File: src/rtl/fetch_redirect_controller_if.sv
// Instruction-memory fetch port: single-outstanding request/ack handshake.
interface fetch_redirect_controller_if #(
    parameter int unsigned Width = 32
);
    localparam int unsigned InstW = 32;

    logic             inst_mem_req;
    logic [Width-1:0] inst_mem_addr;
    logic             inst_mem_ack;
    logic [InstW-1:0] inst_mem_rd_dat;

    modport master (
        output inst_mem_req,
        output inst_mem_addr,
        input  inst_mem_ack,
        input  inst_mem_rd_dat
    );

    modport slave (
        input  inst_mem_req,
        input  inst_mem_addr,
        output inst_mem_ack,
        output inst_mem_rd_dat
    );
endinterface

File: src/rtl/fetch_redirect_controller.sv
// Front-end fetch sequencer: owns the PC, fills IF/ID through a one-entry skid,
// and squashes in-flight fetches on mret/sret/jump/taken-branch redirects.
module fetch_redirect_controller #(
    parameter int unsigned     Width       = 32,
    parameter logic [Width-1:0] ResetVector = '0
) (
    input  logic                         clock,
    input  logic                         reset,
    input  logic [1:0]                   pc_src,
    input  logic                         stall,
    input  logic [Width-1:0]             branch_target,
    input  logic [Width-1:0]             mepc,
    input  logic [Width-1:0]             sepc,
    fetch_redirect_controller_if.master  mem,
    output logic                         if_valid,
    output logic [Width-1:0]             if_pc,
    output logic [31:0]                  if_instruction,
    output logic                         flush_id
);
    localparam int unsigned InstW = 32;

    localparam logic [1:0] S_IDLE  = 2'd0;
    localparam logic [1:0] S_BUSY  = 2'd1;
    localparam logic [1:0] S_DRAIN = 2'd2;
    localparam logic [1:0] S_FULL  = 2'd3;

    logic [1:0]       state, state_n;
    logic [Width-1:0] pc, pc_n;
    logic [Width-1:0] squashed_addr, squashed_addr_n;
    logic [Width-1:0] skid_pc, skid_pc_n;
    logic [InstW-1:0] skid_dat, skid_dat_n;
    logic             if_valid_n;
    logic [Width-1:0] if_pc_n;
    logic [InstW-1:0] if_instruction_n;

    logic             redirect;
    logic             consume;
    logic [Width-1:0] target;
    logic [Width-1:0] pc_inc;

    assign redirect = if_valid & ~stall & (pc_src != 2'b00);
    assign consume  = ~if_valid | ~stall;
    assign flush_id = redirect;
    assign pc_inc   = pc + Width'(4);

    always_comb begin
        case (pc_src)
            2'b01:   target = mepc;
            2'b10:   target = sepc;
            default: target = branch_target;
        endcase
    end

    // Request lines decode straight from registered state so they stay put until ack.
    assign mem.inst_mem_req  = (state == S_BUSY) || (state == S_DRAIN);
    assign mem.inst_mem_addr = (state == S_DRAIN) ? squashed_addr : pc;

    always_ff @(posedge clock) begin
        if (reset) begin
            state          <= S_IDLE;
            pc             <= ResetVector;
            squashed_addr  <= ResetVector;
            skid_pc        <= '0;
            skid_dat       <= '0;
            if_valid       <= 1'b0;
            if_pc          <= '0;
            if_instruction <= '0;
        end else begin
            state          <= state_n;
            pc             <= pc_n;
            squashed_addr  <= squashed_addr_n;
            skid_pc        <= skid_pc_n;
            skid_dat       <= skid_dat_n;
            if_valid       <= if_valid_n;
            if_pc          <= if_pc_n;
            if_instruction <= if_instruction_n;
        end
    end

    always_comb begin
        state_n          = state;
        pc_n             = pc;
        squashed_addr_n  = squashed_addr;
        skid_pc_n        = skid_pc;
        skid_dat_n       = skid_dat;
        if_valid_n       = if_valid;
        if_pc_n          = if_pc;
        if_instruction_n = if_instruction;

        case (state)
            S_IDLE: begin
                if (redirect) begin
                    pc_n       = target;
                    if_valid_n = 1'b0;
                    state_n    = S_BUSY;
                end else if (consume) begin
                    if_valid_n = 1'b0;
                    state_n    = S_BUSY;
                end
            end
            S_BUSY: begin
                if (redirect) begin
                    // Unacked fetch must still complete; remember its address for the drain.
                    pc_n       = target;
                    if_valid_n = 1'b0;
                    if (!mem.inst_mem_ack) begin
                        squashed_addr_n = pc;
                        state_n         = S_DRAIN;
                    end
                end else if (mem.inst_mem_ack && consume) begin
                    if_pc_n          = pc;
                    if_instruction_n = mem.inst_mem_rd_dat;
                    if_valid_n       = 1'b1;
                    pc_n             = pc_inc;
                end else if (mem.inst_mem_ack) begin
                    skid_pc_n  = pc;
                    skid_dat_n = mem.inst_mem_rd_dat;
                    pc_n       = pc_inc;
                    state_n    = S_FULL;
                end else if (consume) begin
                    if_valid_n = 1'b0;
                end
            end
            S_DRAIN: begin
                if (redirect) begin
                    pc_n = target;
                end
                if (consume) begin
                    if_valid_n = 1'b0;
                end
                if (mem.inst_mem_ack) begin
                    state_n = S_BUSY;
                end
            end
            S_FULL: begin
                if (redirect) begin
                    skid_pc_n  = '0;
                    skid_dat_n = '0;
                    pc_n       = target;
                    if_valid_n = 1'b0;
                    state_n    = S_BUSY;
                end else if (consume) begin
                    if_pc_n          = skid_pc;
                    if_instruction_n = skid_dat;
                    if_valid_n       = 1'b1;
                    state_n          = S_BUSY;
                end
            end
            default: state_n = S_IDLE;
        endcase
    end
endmodule

File: src/flat_wrapper.sv
// flat-port wrapper written by rule: the top's interface ports become plain ports
module fetch_redirect_controller_flat 
#(
    parameter int unsigned     Width       = 32,
    parameter logic [Width-1:0] ResetVector = '0
)
  (clock, reset, pc_src, stall, branch_target, mepc, sepc, if_valid, if_pc, if_instruction, flush_id, mem_inst_mem_req, mem_inst_mem_addr, mem_inst_mem_ack, mem_inst_mem_rd_dat);
  fetch_redirect_controller_if #(.Width(Width)) mem_i ();
  input  logic clock;
  input  logic reset;
  input  logic [1:0] pc_src;
  input  logic stall;
  input  logic [Width-1:0] branch_target;
  input  logic [Width-1:0] mepc;
  input  logic [Width-1:0] sepc;
  output logic if_valid;
  output logic [Width-1:0] if_pc;
  output logic [31:0] if_instruction;
  output logic flush_id;
  output wire logic [$bits(mem_i.inst_mem_req)-1:0] mem_inst_mem_req;
  output wire logic [$bits(mem_i.inst_mem_addr)-1:0] mem_inst_mem_addr;
  input wire logic [$bits(mem_i.inst_mem_ack)-1:0] mem_inst_mem_ack;
  input wire logic [$bits(mem_i.inst_mem_rd_dat)-1:0] mem_inst_mem_rd_dat;
  assign mem_inst_mem_req = mem_i.inst_mem_req;
  assign mem_inst_mem_addr = mem_i.inst_mem_addr;
  assign mem_i.inst_mem_ack = mem_inst_mem_ack;
  assign mem_i.inst_mem_rd_dat = mem_inst_mem_rd_dat;
  fetch_redirect_controller #(.Width(Width), .ResetVector(ResetVector)) u_core (.clock(clock), .reset(reset), .pc_src(pc_src), .stall(stall), .branch_target(branch_target), .mepc(mepc), .sepc(sepc), .mem(mem_i), .if_valid(if_valid), .if_pc(if_pc), .if_instruction(if_instruction), .flush_id(flush_id));
endmodule
File: config.mk
export PLATFORM = sky130hd
export DESIGN_NAME = fetch_redirect_controller_flat
export DESIGN_NICKNAME = d
export VERILOG_FILES = /design/src/rtl/fetch_redirect_controller_if.sv /design/src/rtl/fetch_redirect_controller.sv /design/src/flat_wrapper.sv
export SDC_FILE = /design/constraint.sdc
export NUM_CORES = 1
export LEC_CHECK = 0
export CAP_MARGIN = 40
export CORE_ASPECT_RATIO = 1.1
export CORE_MARGIN = 5
export CORE_UTILIZATION = 50
export CTS_CLUSTER_SIZE = 24
export DETAILED_ROUTE_END_ITERATION = 6
export PLACE_DENSITY = 0.81
export SYNTH_ARGS = -nofsm -noshare
export SYNTH_HDL_FRONTEND = slang
export SYNTH_SLANG_ARGS = --single-unit
File: constraint.sdc
create_clock -name clock -period 6.9 [get_ports clock]
set_input_delay 1.725 -clock clock [delete_from_list [all_inputs] [get_ports clock]]
set_output_delay 1.725 -clock clock [all_outputs]
set_load 0.02 [all_outputs]
; ---- Yosys cells after proc, flatten, opt, wreduce, memory -nomap -nowiden
; Cells that the tools add are included.
[totals]
reg_bits = 195
in_bits = 134
out_inout_bits = 99
word_cells = 91
[classes]
add_sub_neg = 1
eq_ne = 21
mux = 42
bitwise = 6
reduce_logical = 13
[ops]
columns = operator, count
row1 = 2-to-1 mux 32 bit, 20
row2 = case mux 32 bit (2 select lines), 6
row3 = "adder 32 x 3 -> 32 bit, second input constant", 1
row4 = AND reduction 5 bit, 3
row5 = 2-to-1 mux 2 bit, 7
row6 = "inequality test 2 bit, second input constant", 7
row7 = "inequality test 3 bit, second input constant", 3
row8 = "inequality test 4 bit, second input constant", 2
row9 = 2-to-1 mux 1 bit, 7
row10 = "equality test 2 bit, second input constant", 3
row11 = case mux 2 bit (3 select lines), 1
row12 = "equality test 2 x 1 -> 1 bit, second input constant", 2
row13 = "inequality test 2 x 1 -> 1 bit, second input constant", 2
row14 = case mux 1 bit (4 select lines), 1
row15 = AND reduction 2 bit, 2
row16 = nonzero test 2 bit, 2
row17 = "inequality test 3 x 1 -> 1 bit, second input constant", 1
row18 = "inequality test 3 x 2 -> 1 bit, second input constant", 1
row19 = inverter 1 bit, 3
row20 = AND reduction 3 bit, 1
row21 = OR reduction 3 bit, 1
row22 = bitwise AND 1 bit, 2
row23 = logical NOT 2 bit, 1
row24 = OR reduction 2 bit, 1
row25 = other kinds (3), 3

; ---- Logic depth before layout (Yosys ltp)
; Gate-level depths: netlist of run 1.
[logic_depth]
depth_word = 7
mapped_depth = 11
mapped_depth_nobuf = 8

; ---- Worst setup path before layout of run 1
; Ideal clock, no wire load.
[synth_path]
path_type = input to output
startpoint = in pc_src[0]
endpoint = out flush_id
arrival_ns = 2.595
required_ns = 5.175
setup_slack_ns = 2.580
cell_stages = 5
n_path_buf = 1
path_cell_list = inv_1 -> ha_1 -> or3b_1 -> buf_6 -> clkinv_1
[synth_between]
elab_chain_len = 2
[synth_lines]
columns = item, line
row1 = from (decl), flat_wrapper.sv:11  ; input logic [1:0] pc_src;
row2 = nonzero test 2 bit, fetch_redirect_controller.sv:41  ; assign redirect = if_valid & ~stall & (pc_src != 2'b00);
row3 = bitwise AND 1 bit, fetch_redirect_controller.sv:41
row4 = to (decl), flat_wrapper.sv:19  ; output logic flush_id;
; No other way between the ends.

; ---- Worst setup path after layout of run 1
; Ends and elaborated chain as after synthesis.

==> reports/metrics.csv, run 1 <==
metric,value,unit
final_cell_area,0.0125,mm2
path_clk_slew,0.07,ns
fin_hold_ws,0.456,ns
worst_pin_slew,0.819,ns
cts_made_buffers,17,
clock-sinks,195,
wl,27300,um
crit_chain,clkdlybuf4s50_1 -> inv_1 -> ha_1 -> or3b_1 -> clkinv_1 -> clkdlybuf4s50_1,
required,5.18,ns
synth_edf_count,0,
ys_async_sr_fraction,0,
syn_inst,1159,
insertion_delay,0.43,ns
yosysMostFrequentCell,dfxtp_1,
die_h,155,um
syn_area,0.00959,mm2
ios,233,
r2r_cells,8,
cp-end-kind,output port,
antenna_found_initial,0,
grt_first_pass_wirelength,44000,um
fmax,0.182,GHz
num_rows,53,
yosysSeqAreaShare,0.407,
cts_hold_buf,0,
hp-start,u_core.squashed_addr[28]$_SDFFE_PP0P_,
overflow,0,
drtAntennaViolNets,0,
powerDensity,234,mW/mm2
final.setup.tns,0,ns
h-tree-depth,4,
cts_max_path_buffers,2,
nNetsFinal,1447,
core_area,0.0190,mm2
finalWorstSetupSlack,1.40,ns
placed_area,0.0119,mm2
status,"complete, no violations",
gp_congestion,0.930,
period_share,0.797,
cp_max_fo,9,
cts_setup_buffers,0,
fin_worst_skew,0.0108,ns
synth_common_cells,"195 x dfxtp_1, 183 x nor2_1, 126 x a21oi_1",
fin_util,0.661,
synth_area_leader_cell,dfxtp_1,
hold_viol,0,
path_common_cell,clkdlybuf4s50_1,
drt_first_pass_iters,5,
drc,0,
num_vias,9051,
r2r-end,u_core.if_instruction[8]$_SDFFE_PP0P_,
dieWidth,142,um
ys_types,55,
hold-path-cell-count,2,
hpwl,19100,um
netlist_top_cells_area,"dfxtp_1 41%, nor2_1 7.2%, mux2i_1 7.0%, a21oi_1 6.6%, a211oi_1 5.9%",
first_iter_violations,622,
ys_warn_count,0,
antenna_cells,0,
min_period,5.50,ns
slowest_delay,0.67,ns
yosysTopAreaCellShare,0.407,
r2r-start,u_core.state[1]$_SDFFE_PP0P_,
initial_core_util,0.506,
r2r_slack,3.61,ns
arrival,3.77,ns
ir_worst_vdd,0.171,mV
stdcell_count,1565,
synth_seq_cells,195,
setup_viol,0,
post-place-ws,1.41,ns
area_growth,30.7,%
drive_above_1_share,0.0690,
first_global_vias,8557,
critPathLaunchType,input port,
ys.flop_type,dfxtp_1,
syn_nets,1301,
rsz0062_at_grt,no,
critPathKind,input port to output port,
root_buffer,clkbuf_16,
hold_path_end,u_core.squashed_addr[28]$_SDFFE_PP0P_,
wl_per_cell,17.4,um
grt_use_total,0.244,
dp.cells,1533,
fillers,1612,
relSlewSlack,0.454,
syn_area_per_cell,8.28,um2
dieArea,0.0221,mm2
ctsResizeCount,0,
hp-class,register to register,
maxCapViolCount,0,
io_buffers,232,
cts_tree,done,
p_leak,4.13,nW
cp_slowest_cell,clkdlybuf4s50_1,
slew_viol_final,0,
grt_max_degree,120,
via_per_inst,5.78,
total_power,2.94,mW
-- cell usage in the layout (no fill, tap or decap), types with 10 or more instances in the layout --
cell             Yosys  final
inv_1               10     10
clkdlybuf4s50_1      0    231
a21oi_1            126    126
nor3_1              28     28
a221oi_1            22     22
nor2_1             183    181
a22oi_1             11     10
nand3_1             20     20
mux2_2              30     30
nand2_1             87     87
dfxtp_1            195    195
nor3b_1             62     62
o21ai_0             29     29
buf_4                5     11
clkbuf_16            0     17
a211oi_1            76     76
mux2i_1             67     67
-- worst max-delay path, delay by kind of cell --
kind,cells,cell delay [ns]
buffers and inverters,4,1.45
and+or+nand+nor,1,0.38
adders and majority gates,1,0.21
-- report_power, final --
group          leakage [nW]  switching, mW  internal, mW
sequential             1.58         0.0604          1.19
clock                 0.296          0.440         0.587
combinational          2.25          0.347         0.310
-- layer usage --
metal,wire [um],part of all wire,vias up,track usage
met1,11300,0.41,4188,0.319
met5,0,0,-,0
met2,12900,0.47,373,0.390
met3,2240,0.082,63,0.0566
li1,-,-,4427,-
met4,869,0.032,0,0.0941
-- flip-flops by register name, summed over array words and instances, names as in the netlist --
signal                 count
u_core.skid_dat           32
u_core.if_instruction     32
u_core.if_valid            1
u_core.if_pc              32
u_core.state               2
u_core.skid_pc            32
u_core.squashed_addr      32
u_core.pc                 32
-- worst max-delay path by stage --
stage | slack [ns] | cells past startpoint | endpoint | from
after floorplan | 2.58 | 5 | flush_id | pc_src[0]
after global placement | 1.43 | 6 | flush_id | pc_src[0]
after detailed placement | 1.41 | 6 | flush_id | pc_src[0]
after CTS | 1.40 | 6 | flush_id | pc_src[0]
after global routing | 1.32 | 6 | flush_id | pc_src[0]
final | 1.40 | 6 | flush_id | pc_src[0]
-- area by class of cell --
| class | instances | area, um2 | area share |
|---|---|---|---|
| tap | 247 | 309 | 0.0246 |
| sequential | 195 | 3900 | 0.311 |
| clock buffer | 19 | 443 | 0.0353 |
| clock inverter | 13 | 174 | 0.0139 |
| timing repair buffer | 248 | 2540 | 0.203 |
| inverter | 11 | 41.3 | 0.00329 |
| multi-input combinational | 832 | 5130 | 0.409 |
-- kinds of logic after synthesis --
kind of cell,count (synthesis),synth area share
DFF,195,0.407
adders and majority gates,8,0.0104
AOI/OAI and AO/OA,292,0.192
xor gates and xnor gates,9,0.00822
and+or+nand+nor,426,0.216
buffers and inverters,132,0.0614
muxes,97,0.105
No activity file was read; power rests on OpenSTA's default activity.
==> run 2, diff against run 1 <==
--- a/config.mk
+++ b/config.mk
@@ -8,10 +8,10 @@
 export CAP_MARGIN = 40
 export CORE_ASPECT_RATIO = 1.1
 export CORE_MARGIN = 5
-export CORE_UTILIZATION = 50
+export CORE_UTILIZATION = 45
 export CTS_CLUSTER_SIZE = 24
 export DETAILED_ROUTE_END_ITERATION = 6
-export PLACE_DENSITY = 0.81
+export PLACE_DENSITY = 0.77
 export SYNTH_ARGS = -nofsm -noshare
 export SYNTH_HDL_FRONTEND = slang
 export SYNTH_SLANG_ARGS = --single-unit
==> constraint.sdc (replaced) <==
create_clock -name clock -period 4.65 [get_ports clock]
set_input_delay 1.1625 -clock clock [delete_from_list [all_inputs] [get_ports clock]]
set_output_delay 1.1625 -clock clock [all_outputs]
set_load 0.02 [all_outputs]
==> run 2 against run 1 <==
  * Count of clock-buffer cells in the layout stayed put
  * Critical endpoint unchanged
  * Via count decreased by 1.6%
  * Sequential power grew 49%
  * Critical path depth did not move
  * Setup slack worse by 0.88 ns
  * Final area is 0.36% higher
  * Utilization down 6.6 points
  * Clock power up 38%
  * First-iteration DRC count increased by 3.7%
  * Largest power group unchanged
  * Clock skew hardly changed
  * Die area up 10%
  * Non-clock buffer count grew 8
==> reports/metrics.csv, run 2 (synthesis results as in run 1) <==
metric,value,unit
r2r-end,u_core.if_instruction[14]$_SDFFE_PP0P_,
relSlewSlack,0.432,
grt_first_pass_wirelength,42600,um
p_int,3.00,mW
critPathKind,input port to output port,
slew_viol_final,0,
cts_hold_buf,0,
cts_made_buffers,17,
dieWidth,149,um
seq_power_share,0.436,
finalWorstSetupSlack,0.523,ns
drive_above_1_share,0.0747,
dieArea,0.0243,mm2
cts_max_path_buffers,2,
powerDensity,339,mW/mm2
hpwl,19600,um
cp_max_fo,2,
io_buffers,232,
wl,27400,um
ios,233,
antenna_cells,0,
pwr-share-comb,0.230,
hold-path-cell-count,2,
fin_hold_ws,0.457,ns
crit_start,pc_src[0],
h-tree-depth,4,
maxCapViolCount,0,
clock_power_share,0.334,
r2r_cells,7,
swShare,0.297,
p_leak,4.13,nW
drc,0,
critPathLaunchType,input port,
nNetsFinal,1455,
cts_tree,done,
status,"complete, no violations",
overflow,0,
area_growth,31.2,%
rsz0062_at_grt,no,
wl_per_cell,16.9,um
clock-sinks,195,
mostFrequentLayoutCells,"231 x clkdlybuf4s50_1, 195 x dfxtp_1, 181 x nor2_1, 126 x a21oi_1, 87 x nand2_1",
grt_max_degree,98,
r2r_slack,1.79,ns
setup_viol,0,
dp.cells,1584,
first_global_vias,8078,
hp-class,register to register,
ctsResizeCount,0,
fmax,0.242,GHz
antenna_found_initial,0,
worst_pin_slew,0.852,ns
switchingPower,1.27,mW
grt_use_total,0.216,
min_period,4.13,ns
post-place-ws,0.516,ns
root_buffer,clkbuf_16,
final.setup.tns,0,ns
hold_viol,0,
fin_worst_skew,0.0103,ns
fillers,1923,
seqCellArea,0.00390,mm2
die_h,163,um
crit_path_end,flush_id,
cts_setup_buffers,0,
num_rows,56,
placed_area,0.0120,mm2
insertion_delay,0.43,ns
initial_core_util,0.453,
first_iter_violations,645,
num_vias,8902,
arrival,2.96,ns
core_area,0.0212,mm2
drtAntennaViolNets,0,
gp_congestion,0.988,
final_cell_area,0.0126,mm2
period_share,0.888,
final_common_cell,clkdlybuf4s50_1,
cp-end-kind,output port,
via_per_inst,5.51,
path_clk_slew,0.07,ns
r2r-start,u_core.state[0]$_SDFFE_PP0P_,
stdcell_count,1616,
multiInputGateArea,0.00513,mm2
drt_first_pass_iters,5,
ir_worst_vdd,0.234,mV
required,3.49,ns
[run 2: changes by cell type in the layout (fill, tap and decap cells not counted), sizes merged]
cell and change:
buf +8, bufinv -2, clkinvlp +3, inv -1
[run 2: power by group through the flow]
| stage | sequential [mW] | combinational (mW) | clock (mW) |
|---|---|---|---|
| after floorplan | 1.95 | 0.476 | 0 |
| after global placement | 1.89 | 0.972 | 0 |
| after detailed placement | 1.90 | 0.984 | 0 |
| after CTS | 1.86 | 0.986 | 1.45 |
| after global routing | 1.87 | 1.06 | 1.51 |
| final | 1.86 | 0.981 | 1.42 |
[run 2: worst min-delay path by stage]
stage,from,to,slack (ns)
floorplan,u_core.squashed_addr[0]$_SDFFE_PP0P_,u_core.squashed_addr[0]$_SDFFE_PP0P_,0.43
global placement,u_core.squashed_addr[17]$_SDFFE_PP0P_,u_core.squashed_addr[17]$_SDFFE_PP0P_,0.44
detailed placement,u_core.squashed_addr[28]$_SDFFE_PP0P_,u_core.squashed_addr[28]$_SDFFE_PP0P_,0.44
CTS,u_core.squashed_addr[13]$_SDFFE_PP0P_,u_core.squashed_addr[13]$_SDFFE_PP0P_,0.46
global route,u_core.squashed_addr[13]$_SDFFE_PP0P_,u_core.squashed_addr[13]$_SDFFE_PP0P_,0.47
finish,u_core.squashed_addr[13]$_SDFFE_PP0P_,u_core.squashed_addr[13]$_SDFFE_PP0P_,0.46
[run 2: routing by layer]
layer / track usage / share of wire / vias to the layer above
met5: 0 / 0 / -
met1: 0.284 / 0.44 / 4076
met3: 0.0394 / 0.068 / 38
met2: 0.359 / 0.47 / 334
li1: - / - / 4454
met4: 0.0691 / 0.022 / 0
[run 2: final cells by class]
type	count	area share
multi-input combinational	832	0.407
sequential	195	0.310
timing repair buffer	256	0.205
clock buffer	19	0.0352
tap	290	0.0288
clock inverter	13	0.0101
inverter	11	0.00328
[run 2: stage by stage]
stage          utilization  total power [mW]
2_1_floorplan            -              2.43
3_3_place_gp         0.565              2.86
3_5_place_dp         0.568              2.88
4_1_cts              0.595              4.29
5_1_grt              0.595              4.44
6_report             0.595              4.26
[run 2: critical path, stage by stage]
cell,delay [ns]
clkdlybuf4s50_1,0.48
inv_1,0.06
ha_1,0.21
or3b_1,0.37
clkinv_1,0.07
clkdlybuf4s50_1,0.61
==> run 3, diff against run 2 <==
--- a/config.mk
+++ b/config.mk
@@ -8,10 +8,10 @@
 export CAP_MARGIN = 40
 export CORE_ASPECT_RATIO = 1.1
 export CORE_MARGIN = 5
-export CORE_UTILIZATION = 45
+export CORE_UTILIZATION = 40
 export CTS_CLUSTER_SIZE = 24
 export DETAILED_ROUTE_END_ITERATION = 6
-export PLACE_DENSITY = 0.77
+export PLACE_DENSITY = 0.69
 export SYNTH_ARGS = -nofsm -noshare
 export SYNTH_HDL_FRONTEND = slang
 export SYNTH_SLANG_ARGS = --single-unit
==> run 3 against run 2 <==
  * Critical path depth is the same
  * Count of clock-buffer cells in the layout decreased by 2
  * Flip-flop and latch count unchanged
  * Critical path type unchanged
  * Highest routed layer unchanged
  * Setup slack improved by 0.0095 ns
  * Non-clock buffer count fell by 7
  * Power up 1.1%
==> reports/metrics.csv, run 3 (synthesis results as in run 1) <==
metric,value,unit
status,"complete, no violations",
hpwl,19800,um
fin_hold_ws,0.455,ns
die_h,172,um
hold_viol,0,
ctsResizeCount,0,
grt_use_total,0.195,
cp-end-kind,output port,
cts_made_buffers,17,
first_iter_violations,697,
cp_max_fo,2,
via_per_inst,5.44,
wl_per_cell,17.0,um
drtAntennaViolNets,0,
maxCapViolCount,0,
period_share,0.886,
grt_first_pass_wirelength,42600,um
slew_viol_final,0,
rsz0062_at_grt,no,
r2r-start,u_core.state[0]$_SDFFE_PP0P_,
antenna_found_initial,0,
core_area,0.0236,mm2
p_leak,4.11,nW
final_common_cell,clkdlybuf4s50_1,
grt_max_degree,81,
ios,233,
powerDensity,343,mW/mm2
fillers,2262,
dieWidth,158,um
hold-path-cell-count,2,
critPathKind,input port to output port,
area_growth,30.9,%
nNetsFinal,1448,
critPathLaunchType,input port,
drive_above_1_share,0.0705,
min_period,4.12,ns
setup_viol,0,
final.setup.tns,0,ns
hold_path_end,u_core.squashed_addr[23]$_SDFFE_PP0P_,
num_vias,8837,
dieArea,0.0272,mm2
first_global_vias,8054,
h-tree-depth,4,
root_buffer,clkbuf_16,
worst_pin_slew,0.857,ns
gp_congestion,0.938,
cts_hold_buf,0,
insertion_delay,0.43,ns
relSlewSlack,0.429,
fin_worst_skew,0.0139,ns
fmax,0.243,GHz
overflow,0,
ir_worst_vdd,0.174,mV
arrival,2.96,ns
r2r_cells,7,
cts_max_path_buffers,2,
num_rows,59,
initial_core_util,0.406,
drc,0,
path_clk_slew,0.07,ns
seqCellArea,0.00390,mm2
wl,27600,um
hp-class,register to register,
cts_setup_buffers,0,
io_buffers,232,
drt_first_pass_iters,5,
mostFrequentLayoutCells,"231 x clkdlybuf4s50_1, 195 x dfxtp_1, 181 x nor2_1, 126 x a21oi_1, 87 x nand2_1",
r2r_slack,1.87,ns
antenna_cells,0,
clock-sinks,195,
r2r-end,u_core.if_instruction[9]$_SDFFE_PP0P_,
cts_tree,done,
required,3.49,ns
hp-start,u_core.squashed_addr[23]$_SDFFE_PP0P_,
multiInputGateArea,0.00513,mm2
-- run 3: layer usage --
metal	share of wire	global-route usage	vias to the layer above
met2	0.46	0.323	307
met4	0.016	0.0527	0
met1	0.45	0.258	4057
met3	0.073	0.0408	26
met5	0	0	-
li1	-	-	4447
-- run 3: area by class of cell --
type / count / share of cell area
multi-input cells: 832 / 0.408
flip-flops and latches: 195 / 0.311
repair buffers: 249 / 0.200
clock inverters: 15 / 0.0134
well taps: 305 / 0.0304
inverters: 11 / 0.00329
clock buffers: 17 / 0.0339
-- run 3: through the flow --
step	power [mW]	util	area [um2]	setup WS, ns	std cells
3_5_place_dp	2.87	0.507	12000	0.531	1592
2_1_floorplan	2.43	-	9590	1.45	1159
4_1_cts	4.36	0.532	12600	0.527	1624
5_1_grt	4.51	0.532	12600	0.475	1624
6_report	4.31	0.532	12600	0.532	1624
3_3_place_gp	2.85	0.503	11900	0.540	1588
-- run 3: worst max-delay path, stage by stage --
cell	delay, ns
clkdlybuf4s50_1	0.48
inv_1	0.06
ha_1	0.20
or3b_1	0.38
clkinv_1	0.07
clkdlybuf4s50_1	0.61
-- run 3: worst max path at each step --
stage | from | endpoint
final | pc_src[0] | flush_id
after floorplan | pc_src[0] | flush_id
after global placement | pc_src[0] | flush_id
after detailed placement | pc_src[0] | flush_id
after global routing | pc_src[0] | flush_id
after CTS | pc_src[0] | flush_id
-- run 3: power breakdown --
group | switching (mW) | total [mW] | internal [mW]
Combinational | 0.512 | 0.964 | 0.452
Clock | 0.679 | 1.49 | 0.808
Sequential | 0.0903 | 1.86 | 1.77
